[src/rtl/hazard_pkg.sv]
// Shared encodings and defaults for the ID-stage hazard scoreboard.
package hazard_pkg;

  typedef enum logic [1:0] {
    CauseNone = 2'b00,
    CauseData = 2'b01,
    CauseMdu  = 2'b10,
    CauseCp0  = 2'b11
  } stall_cause_e;

  typedef enum logic [1:0] {
    MdNone = 2'b00,
    MdMult = 2'b01,
    MdDiv  = 2'b10,
    MdRsvd = 2'b11
  } md_start_e;

  // Tnew lives in a separate array in the top because its width is a parameter.
  typedef struct packed {
    logic       valid;
    logic [4:0] dst;
    logic       cp0_wr;
    logic [4:0] cp0_idx;
  } sb_entry_t;

  localparam int unsigned DefMultCyc = 5;
  localparam int unsigned DefDivCyc  = 10;
  localparam int unsigned DefEpcIdx  = 14;

endpackage

[src/rtl/mdu_busy_cnt.sv]
// MDU busy counter: loads the multiply/divide latency on issue, then counts down to zero.
module mdu_busy_cnt
  import hazard_pkg::*;
#(
  parameter int unsigned MULT_CYC = DefMultCyc,
  parameter int unsigned DIV_CYC  = DefDivCyc
) (
  input  logic       clk,
  input  logic       reset_n,
  input  logic       load,
  input  logic [1:0] md_start,
  output logic       mdu_busy
);

  localparam int unsigned CW = $clog2(DIV_CYC + 1);

  logic [CW-1:0] cnt_q, cnt_d;

  // Reserved start encoding falls through to the decrement path.
  always_comb begin
    cnt_d = cnt_q;
    if (load && (md_start == MdMult)) begin
      cnt_d = CW'(MULT_CYC);
    end else if (load && (md_start == MdDiv)) begin
      cnt_d = CW'(DIV_CYC);
    end else if (cnt_q != '0) begin
      cnt_d = cnt_q - 1'b1;
    end
  end

  always_ff @(posedge clk or negedge reset_n) begin
    if (!reset_n) begin
      cnt_q <= '0;
    end else begin
      cnt_q <= cnt_d;
    end
  end

  assign mdu_busy = (cnt_q != '0);

endmodule

[src/rtl/hazard_scoreboard.sv]
// ID-stage stall unit with its own scoreboard of in-flight producers.
// Optional statistics counters are built when HAZARD_STATS_EN is defined.
module hazard_scoreboard
  import hazard_pkg::*;
#(
  parameter int unsigned DEPTH    = 2,
  parameter int unsigned NSRC     = 2,
  parameter int unsigned TW       = 2,
  parameter int unsigned MULT_CYC = DefMultCyc,
  parameter int unsigned DIV_CYC  = DefDivCyc,
  parameter int unsigned EPC_IDX  = DefEpcIdx
) (
  input  logic              clk,
  input  logic              reset_n,
  input  logic              id_valid,
  input  logic [NSRC*5-1:0] id_src,
  input  logic [NSRC-1:0]   id_src_used,
  input  logic [NSRC*TW-1:0] id_tuse,
  input  logic [4:0]        id_dst,
  input  logic [TW-1:0]     id_tnew,
  input  logic [1:0]        id_md_start,
  input  logic              id_md_use,
  input  logic              id_cp0_wr,
  input  logic [4:0]        id_cp0_idx,
  input  logic              id_eret,
  input  logic              hold,
  input  logic              flush,
  output logic              stall,
  output logic [1:0]        stall_cause,
  output logic              mdu_busy,
  output logic              issue
`ifdef HAZARD_STATS_EN
  ,
  output logic [31:0]       stat_stall_cyc,
  output logic [31:0]       stat_issue_cnt
`endif
);

  sb_entry_t     sb_q   [DEPTH];
  sb_entry_t     sb_d   [DEPTH];
  logic [TW-1:0] tnew_q [DEPTH];
  logic [TW-1:0] tnew_d [DEPTH];

  logic data_hz, mdu_hz, cp0_hz, epc_pend;
  stall_cause_e cause;

  always_comb begin
    data_hz  = 1'b0;
    epc_pend = 1'b0;
    for (int k = 0; k < DEPTH; k++) begin
      if (sb_q[k].valid && sb_q[k].cp0_wr && (sb_q[k].cp0_idx == 5'(EPC_IDX))) begin
        epc_pend = 1'b1;
      end
      for (int i = 0; i < NSRC; i++) begin
        if (sb_q[k].valid && id_src_used[i] && (sb_q[k].dst != 5'd0) &&
            (sb_q[k].dst == id_src[5*i +: 5]) && (id_tuse[TW*i +: TW] < tnew_q[k])) begin
          data_hz = 1'b1;
        end
      end
    end
  end

  assign mdu_hz = id_md_use & mdu_busy;
  assign cp0_hz = id_eret & epc_pend;

  always_comb begin
    cause = CauseNone;
    if (id_valid) begin
      if (data_hz) begin
        cause = CauseData;
      end else if (mdu_hz) begin
        cause = CauseMdu;
      end else if (cp0_hz) begin
        cause = CauseCp0;
      end
    end
  end

  assign stall       = (cause != CauseNone);
  assign stall_cause = cause;
  assign issue       = id_valid & ~stall & ~hold;

  always_comb begin
    sb_d   = sb_q;
    tnew_d = tnew_q;
    if (flush) begin
      for (int k = 0; k < DEPTH; k++) begin
        sb_d[k]   = '0;
        tnew_d[k] = '0;
      end
    end else if (!hold) begin
      sb_d[0]   = '0;
      tnew_d[0] = '0;
      if (issue) begin
        sb_d[0].valid   = 1'b1;
        sb_d[0].dst     = id_dst;
        sb_d[0].cp0_wr  = id_cp0_wr;
        sb_d[0].cp0_idx = id_cp0_idx;
        tnew_d[0]       = id_tnew;
      end
      // Tnew counts down with each stage advanced, saturating at zero.
      for (int k = 1; k < DEPTH; k++) begin
        sb_d[k]   = sb_q[k-1];
        tnew_d[k] = (tnew_q[k-1] == '0) ? '0 : tnew_q[k-1] - 1'b1;
      end
    end
  end

  always_ff @(posedge clk or negedge reset_n) begin
    if (!reset_n) begin
      sb_q   <= '{default: '0};
      tnew_q <= '{default: '0};
    end else begin
      sb_q   <= sb_d;
      tnew_q <= tnew_d;
    end
  end

  // A flushed issue is dropped from the scoreboard but still starts the MDU.
  mdu_busy_cnt #(
    .MULT_CYC (MULT_CYC),
    .DIV_CYC  (DIV_CYC)
  ) u_mdu_busy_cnt (
    .clk      (clk),
    .reset_n  (reset_n),
    .load     (issue),
    .md_start (id_md_start),
    .mdu_busy (mdu_busy)
  );

`ifdef HAZARD_STATS_EN
  logic [31:0] stall_cyc_q, issue_cnt_q;

  always_ff @(posedge clk or negedge reset_n) begin
    if (!reset_n) begin
      stall_cyc_q <= '0;
      issue_cnt_q <= '0;
    end else if (!hold) begin
      if (stall) stall_cyc_q <= stall_cyc_q + 32'd1;
      if (issue) issue_cnt_q <= issue_cnt_q + 32'd1;
    end
  end

  assign stat_stall_cyc = stall_cyc_q;
  assign stat_issue_cnt = issue_cnt_q;
`endif

endmodule

[config.mk]
export PLATFORM = sky130hd
export DESIGN_NAME = hazard_scoreboard
export DESIGN_NICKNAME = d
export VERILOG_FILES = /design/src/rtl/hazard_pkg.sv /design/src/rtl/mdu_busy_cnt.sv /design/src/rtl/hazard_scoreboard.sv
export SDC_FILE = /design/constraint.sdc
export NUM_CORES = 1
export LEC_CHECK = 0
export BUFFER_PORTS_ARGS = -buffer_cell sky130_fd_sc_hd__buf_2
export CAP_MARGIN = 10
export CORE_UTILIZATION = 49
export DETAILED_ROUTE_END_ITERATION = 6
export GPL_ROUTABILITY_DRIVEN = 0
export HOLD_SLACK_MARGIN = 0.06
export PLACE_DENSITY = 0.76
export SYNTH_ARGS = -nofsm -noshare
export SYNTH_HDL_FRONTEND = slang
export SYNTH_SLANG_ARGS = --single-unit
[constraint.sdc]
create_clock -name clk -period 2 [get_ports clk]
set_input_delay 0.2 -clock clk [delete_from_list [all_inputs] [get_ports clk]]
set_output_delay 0.2 -clock clk [all_outputs]
set_load 0.01 [all_outputs]
==> results of run 1 <==
[routing by layer]
metal | up-vias | GRT usage | share of wire
li1 | 899 | - | -
met1 | 879 | 0.297 | 0.42
met2 | 64 | 0.440 | 0.51
met3 | 9 | 0.0362 | 0.053
met4 | 0 | 0.0957 | 0.018
met5 | - | 0 | 0
[sequential cells by signal (all words and copies together) (netlist names)]
register              cells
u_mdu_busy_cnt.cnt_q      4
sb_q                     24
tnew_q                    4
[repair_timing]
action / in CTS / in global routing
pin swaps: 9 / 9
resized for setup: 13 / 9
endpoints found under the setup margin: 22 / 22
cloned: 0 / 0
endpoints found under the hold margin: 32 / 0
hold buffers: 1 / 0
buffers inserted: 7 / 2
[Yosys cell counts (all sizes together)]
cell / instances / area share
nor2: 35 / 0.065
dfrtp: 32 / 0.40
nand2: 21 / 0.039
xor2: 20 / 0.087
inv: 19 / 0.035
o41a: 14 / 0.078
mux2i: 12 / 0.060
clkbuf: 10 / 0.019
nor3: 7 / 0.017
a211oi: 6 / 0.022
ha: 6 / 0.037
a21oi: 5 / 0.012
nand3b: 5 / 0.019
nand2b: 4 / 0.012
nor4: 4 / 0.012
and2: 3 / 0.0093
or4: 3 / 0.011
a22oi: 2 / 0.0075
buf: 2 / 0.0050
nand4b: 2 / 0.0087
o21a: 2 / 0.0075
xnor2: 2 / 0.0087
a211o: 1 / 0.0044
nand3: 1 / 0.0050
o21ai: 1 / 0.0025
o21ba: 1 / 0.0050
o22ai: 1 / 0.0031
o41ai: 1 / 0.0044
or3: 1 / 0.0031
[worst min-delay path, cell delays in order]
cell and delay, ns:
buf_2 0.09, inv_1 0.04, o41a_1 0.13, nor2_1 0.03
[through the flow]
step / util / setup TNS [ns] / std cells
after floorplan: - / 0 / 223
after global placement: 0.626 / -0.983 / 320
after detailed placement: 0.626 / -1.24 / 320
after CTS: 0.680 / -1.81 / 334
after global routing: 0.696 / -4.29 / 336
final: 0.696 / -2.27 / 336
[worst max path at each step]
stage                     slack (ns)                       to  cells after the start               startpoint
after floorplan                0.001  u_mdu_busy_cnt.cnt_q[2]                      9  u_mdu_busy_cnt.cnt_q[0]
after global placement         -0.18  u_mdu_busy_cnt.cnt_q[1]                     11                tnew_q[1]
after detailed placement       -0.18  u_mdu_busy_cnt.cnt_q[1]                     11                tnew_q[1]
after CTS                      -0.24                    stall                      9                  sb_q[8]
final                          -0.24  u_mdu_busy_cnt.cnt_q[2]                      7                 sb_q[21]
after global routing           -0.35           stall_cause[0]                      9                 sb_q[18]
[layout make-up]
type	count	area [sq um]
Multi-Input combinational cell	160	1180
Fill cell	327	1150
Sequential cell	32	801
Timing Repair Buffer	69	442
Clock buffer	6	82.6
Inverter	19	71.3
Tap cell	48	60.1
Clock inverter	2	10.0
[where the power goes]
| part | total, mW | internal, mW | switching (mW) |
|---|---|---|---|
| Combinational | 0.603 | 0.285 | 0.318 |
| Sequential | 0.757 | 0.706 | 0.0510 |
| Clock | 0.520 | 0.274 | 0.246 |
| Total | 1.88 | 1.27 | 0.615 |
[cells by family after synthesis]
group                    Yosys count
AO/OA/AOI/OAI                     34
XOR/XNOR                          22
adder cells (fa/ha/maj)            6
buffers and inverters             31
flip-flops                        32
multiplexers                      12
AND/OR/NAND/NOR                   86
==> summary.txt, run 1 <==
STA
  – Number of endpoints failing setup at the final stage: 20
  – Smallest hold slack: 0.242 ns
  – Highest attainable clock frequency: 446 MHz
  – Final critical-path share of the clock period: 1.12
  – Final hold violation count: 0
  – Slew of the pin with the lowest slew margin: 0.709 ns
  – Remaining max-slew budget at the tightest pin: 0.528
  – Number of pins exceeding their max-slew limit in the final report: 0
  – Skew final: 0.00717 ns
  – RSZ-0062 raised after global routing: yes
  – Clock period minus worst slack: 2.24 ns
  – Slack of the critical path: -0.242 ns

Clocking
  – Number of buffers on the longest clock path: 2
  – Clock Pin Slew Worst Setup and Hold Paths: 0.07 ns
  – Maximum level of the CTS H-tree: 2
  – Clock latency on the worst-skew pair: 0.29 ns
  – CTS tree: built
  – Number of buffers added by the clock tree synthesis step: 5
  – CTS Root Cell: clkbuf_8
  – Clk sinks: 32

Die
  – Die Outline Area: 0.00437 sq mm
  – Floorplan row count: 22
  – Die Ht: 66.1 um
  – Starting density of the core: 0.530
  – Die Span X: 66.1 um
  – Number of primary I/O pins: 43
  – Standard cell core area: 0.00380 sq mm

Placement
  – Post-Place Worst Slack: -0.182 ns
  – Number of buffers inserted by port buffering: 42
  – Instance area at placement: 0.00238 sq mm
  – Final HPWL from detailed placement: 3.42 mm

GRT
  – Grt total ovfl: 0
  – Pin count of the biggest net entering global routing: 33
  – Wire length of the first global-routing pass: 7.98 mm
  – Number of antenna violations at the first check in global routing: 0
  – Number of global-route vias before repair: 1,832
  – Global routing usage summed across all routing layers: 0.247

Route
  – Average wire per cell in the routed design: 14.6 um
  – Total detailed-routing wirelength: 4.91 mm
  – DRC: 0
  – 1st-pass router iterations: 4
  – Antenna-violating nets left: 0
  – DRC marker count from the first detailed-route iteration: 99
  – Ratio of routed vias to standard cells: 5.51
  – Number of vias after detailed routing: 1,851

Worst setup path
  – Delay of the slowest cell on the worst path: 0.50 ns
  – Worst setup SP type: register
  – Worst EP arrival: 2.42 ns
  – Critical path required time: 2.18 ns
  – Cells traversed along the worst timing path: or4_1 > nor2_1 > o22ai_1 > buf_4 > buf_4 > or4_4 > a211o_1
  – Worst-path fanout max: 3
  – Kind of cell with the highest combined delay on the critical path: simple AND/OR/NAND/NOR gates
  – FF-to-FF Start: sb_q[21]
  – Cell count of the worst reg-to-reg path: 7
  – Slowest cell on the critical path: or4_1
  – Critical path capture point type: register
  – Endpoint of the most critical register-to-register path: u_mdu_busy_cnt.cnt_q[2]
  – Most common cell type on the critical path: buf_4
  – Number of buffer and inverter stages on the critical path: 2
  – Setup CP Type: register to register
  – Reg-to-reg slack, setup: -0.24 ns

Worst hold path
  – Worst Hold Class: input port to register
  – Hold EP: sb_q[17]
  – Worst Hold Path Cells: 4
  – Hold Crit Start: id_cp0_wr

Cells and area
  – Antenna Cells: 0
  – Most frequent standard cell in the layout excluding fill and tap cells: buf_2
  – Nets@finish: 331
  – Commonest cells after routing, fill and taps aside: buf_2, nor2_1, dfrtp_1
  – Post-route cell area: 0.00265 sq mm
  – Layout overhead on the synthesized area: 31.5%
  – Fraction of final layout cells sized beyond drive strength 1: 0.316

Run status
  – Outcome: finished with violations
  – Violations in the final reports: negative setup slack

Yosys
  – Combinational family with the most area after synthesis: simple AND/OR/NAND/NOR gates
  – Instance count of the mapped netlist: 223
  – Post-synthesis share of cell area spent on full adders, half adders and majority gates: 0.0373
  – Total of warnings raised by yosys: 0
  – Post-Synthesis Cell Area: 0.00201 sq mm
  – Number of nets in the synthesized netlist: 267
  – Mean Syn Cell Area: 9.02 sq um
  – Xor and xnor area share after synthesis: 0.0958
  – Share of synthesized area occupied by flip-flops and latches: 0.398
  – Number of distinct library cells after synthesis: 29
  – Compound-gate portion of the synthesized area: 0.147
  – Post-synthesis mux area share: 0.0597
  – Basic-gate share of the synthesized area counting and, or, nand and nor cells: 0.203
  – Flop and latch count out of synthesis: 32

Power and ir drop
  – Ratio of total power to cell area: 711 mW/mm^2
  – Total Power: 1.88 mW
  – Maximum resistive drop on vdd: 0.000597 V
  – P_leak: 1.31 nW

Flow run
  – Max-capacitance violation count: 0
Note: power is estimated with default switching activity, not from simulation.
==> run 2, diff against run 1 <==
--- a/config.mk
+++ b/config.mk
@@ -14,4 +14,5 @@
 export PLACE_DENSITY = 0.76
 export SYNTH_ARGS = -nofsm -noshare
 export SYNTH_HDL_FRONTEND = slang
+export SYNTH_HIERARCHICAL = 1
 export SYNTH_SLANG_ARGS = --single-unit
==> run 2 against run 1 <==
Wire length rose by 6.7%. Design area rose by 7.5%. Via count fell by 3.1%. The run still ends with negative setup slack left. Synthesized area rose by 1.4%. Non-clock buffer count fell by 3. Fmax fell by 0.62%. Clock power barely moved. Hold slack got worse by 0.087 ns. Core utilization rose by 1.5 points. Sequential power rose by 3.6%. Flip-flop and latch count did not move.
==> summary.txt, run 2 <==
Run status
  – Outcome: finished with violations
  – Violations in the final reports: negative setup slack

Yosys
  – Share of synthesized area occupied by flip-flops and latches: 0.393
  – Post-synth top area share: 0.393
  – Ys flop type: dfrtp_1
  – Cells taking the most area after synthesis: dfrtp_1, xor2_1, nand3b_1, mux2i_1, ha_1
  – Total of warnings raised by yosys: 6
  – Mean Syn Cell Area: 9.81 sq um
  – Most frequent cells after synthesis: dfrtp_1, nand2_1, xor2_1
  – Flop and latch count out of synthesis: 32
  – Number of nets in the synthesized netlist: 252
  – Instance count of the mapped netlist: 208
  – Post-Synthesis Cell Area: 0.00204 sq mm
  – Number of distinct library cells after synthesis: 43
  – Most frequently used cell type in the post-synthesis netlist: dfrtp_1
  – Number of enable flip-flop cells after synthesis: 0
  – Post-synth ARST share: 1.00
  – Biggest area consumer among synthesized cells: dfrtp_1

Worst setup path
  – Worst-path fanout max: 3
  – Setup CP Type: register to register
  – Slowest cell on the critical path: dfrtp_1
  – Endpoint of the most critical register-to-register path: u_mdu_busy_cnt/cnt_q[0]
  – Delay of the slowest cell on the worst path: 0.37 ns
  – Worst setup SP type: register
  – Number of buffer and inverter stages on the critical path: 1
  – Cells traversed along the worst timing path: inv_2 > ha_4 > nand3b_1 > nor4_2 > a22oi_2 > o22ai_4 > nor3_4 > and2b_1 > or3_1 > a32oi_2
  – Worst EP arrival: 2.46 ns
  – Kind of cell with the highest combined delay on the critical path: simple AND/OR/NAND/NOR gates
  – Reg-to-reg slack, setup: -0.26 ns
  – Critical path capture point type: register
  – FF-to-FF Start: tnew_q[3]
  – Cell count of the worst reg-to-reg path: 10
  – Critical path required time: 2.21 ns

Clocking
  – Clock latency on the worst-skew pair: 0.29 ns
  – Maximum level of the CTS H-tree: 2
  – Number of buffers added by the clock tree synthesis step: 5
  – CTS Root Cell: clkbuf_8
  – CTS tree: built
  – Number of buffers on the longest clock path: 2
  – Clk sinks: 32
  – Clock Pin Slew Worst Setup and Hold Paths: 0.07 ns

Power and ir drop
  – Comb pwr share: 0.348
  – Clock power frac: 0.260
  – Maximum resistive drop on vdd: 0.000632 V
  – Net Switching: 0.654 mW
  – Switching Share: 0.327
  – P_leak: 1.30 nW
  – Ratio of total power to cell area: 703 mW/mm^2
  – Internal power: 1.35 mW
  – Total Power: 2.00 mW
  – Sequential group share of total power: 0.392

Die
  – Die Outline Area: 0.00442 sq mm
  – Die Span X: 66.5 um
  – Starting density of the core: 0.510
  – Standard cell core area: 0.00400 sq mm
  – Die Ht: 66.5 um
  – Number of primary I/O pins: 43
  – Floorplan row count: 23

Route
  – Number of vias after detailed routing: 1,793
  – DRC marker count from the first detailed-route iteration: 103
  – Met3 wire len: 168 um
  – Met1 Routed Length: 2.50 mm
  – Highest signal layer in the routed design: met4
  – Length of routed met2 wiring: 2.50 mm
  – 1st-pass router iterations: 4
  – Ratio of routed vias to standard cells: 5.57
  – Average wire per cell in the routed design: 16.3 um
  – Total detailed-routing wirelength: 5.23 mm
  – DRC: 0
  – Antenna-violating nets left: 0

GRT
  – Wire length of the first global-routing pass: 7.85 mm
  – Global routing usage summed across all routing layers: 0.241
  – Number of antenna violations at the first check in global routing: 0
  – Number of global-route vias before repair: 1,600
  – Grt total ovfl: 0
  – Pin count of the biggest net entering global routing: 33

STA
  – RSZ-0062 raised after global routing: yes
  – Number of endpoints failing setup at the final stage: 20
  – Final critical-path share of the clock period: 1.13
  – Remaining max-slew budget at the tightest pin: 0.516
  – Highest attainable clock frequency: 443 MHz
  – Clock period minus worst slack: 2.26 ns
  – Final hold violation count: 0
  – Skew final: 0.00550 ns
  – Slew of the pin with the lowest slew margin: 0.726 ns
  – Smallest hold slack: 0.155 ns
  – Slack of the critical path: -0.257 ns
  – Number of pins exceeding their max-slew limit in the final report: 0

Flow run
  – Max-capacitance violation count: 0

Worst hold path
  – Worst Hold Path Cells: 3
  – Worst Hold Class: input port to register
  – Hold Crit Start: id_dst[3]
  – Hold EP: sb_q[21]

Cells and area
  – Post-route cell area: 0.00284 sq mm
  – Layout overhead on the synthesized area: 39.4%
  – Most frequent standard cell in the layout excluding fill and tap cells: buf_2
  – Antenna Cells: 0
  – Number of flip-flops in the largest register: 24
  – Commonest cells after routing, fill and taps aside: buf_2, dfrtp_1, xor2_1
  – Largest registers in the final layout: sb_q (24), tnew_q (4), u_mdu_busy_cnt/cnt_q (4)
  – Fraction of final layout cells sized beyond drive strength 1: 0.460
  – Nets@finish: 315
  – Top register by number of flip-flops: sb_q

Placement
  – Instance area at placement: 0.00244 sq mm
  – Final HPWL from detailed placement: 3.29 mm
  – Number of buffers inserted by port buffering: 42
run 2: cell types whose count changed after synthesis, moves of 3 or more:
cell / previous run / this run
o31ai_1: 0 / 7
o31ai_2: 0 / 6
a211oi_1: 6 / 3
nand3b_1: 5 / 18
o41a_1: 14 / 0
inv_1: 19 / 7
nor2_1: 35 / 18
and2_1: 3 / 0
run 2: final cells by class:
| class | instances | area, sq um |
|---|---|---|
| well taps | 50 | 62.6 |
| clock inverters | 1 | 7.51 |
| clock buffers | 7 | 86.3 |
| inverters | 7 | 26.3 |
| repair buffers | 66 | 453 |
| multi-input cells | 159 | 1400 |
| fillers | 279 | 1160 |
| flip-flops and latches | 32 | 805 |
run 2: worst max-delay path by stage:
stage                     cells past startpoint                      end       from  slack (ns)
after CTS                                     9           stall_cause[0]  tnew_q[1]       -0.17
final                                        10  u_mdu_busy_cnt/cnt_q[0]  tnew_q[3]       -0.26
after detailed placement                     10  u_mdu_busy_cnt/cnt_q[0]  tnew_q[1]       -0.11
after global placement                        9  u_mdu_busy_cnt/cnt_q[0]  tnew_q[3]       -0.12
after floorplan                               9  u_mdu_busy_cnt/cnt_q[0]    sb_q[8]       -0.19
after global routing                          9           stall_cause[0]  tnew_q[3]       -0.33
run 2: cell families after synthesis:
kind of cell | synth area share
compound gates | 0.138
fa+ha+maj | 0.0368
buf+inv | 0.0356
mux | 0.0638
simple gates | 0.243
xor+xnor | 0.0902
flops | 0.393
run 2: metrics by stage:
step           instances  utilization  setup TNS (ns)  worst slack, ns
6_report             322        0.711           -2.31           -0.257
4_1_cts              316        0.668          -0.722           -0.169
3_3_place_gp         301        0.611          -0.308           -0.120
3_5_place_dp         301        0.611          -0.243           -0.110
5_1_grt              322        0.711           -3.82           -0.330
2_1_floorplan        208            -          -0.260           -0.189
run 2: repair_timing:
action,in CTS,in global routing
buffers inserted,6,5
gates cloned,0,1
pin swaps,6,11
endpoints found under the hold margin,32,0
setup endpoints to repair,5,21
resized for setup,20,22
hold buffers,1,0
run 2: worst reg2reg max path, delay by kind of cell (launching register included):
family | cells | cell delay [ns]
flops | 1 | 0.37
compound gates | 3 | 0.54
fa+ha+maj | 1 | 0.15
simple gates | 5 | 1.05
buf+inv | 1 | 0.07
run 2: per-layer routing:
layer,global-route usage,up-vias
met1,0.362,875
met2,0.344,42
met4,0.0691,0
li1,-,870
met5,0,-
met3,0.0514,6
run 2: power groups by stage:
stage	Sequential, mW	Clock [mW]	Combinational (mW)
floorplan	0.777	0	0.402
global placement	0.789	0	0.550
detailed placement	0.792	0	0.551
CTS	0.780	0.526	0.576
global route	0.791	0.567	0.755
finish	0.784	0.519	0.696
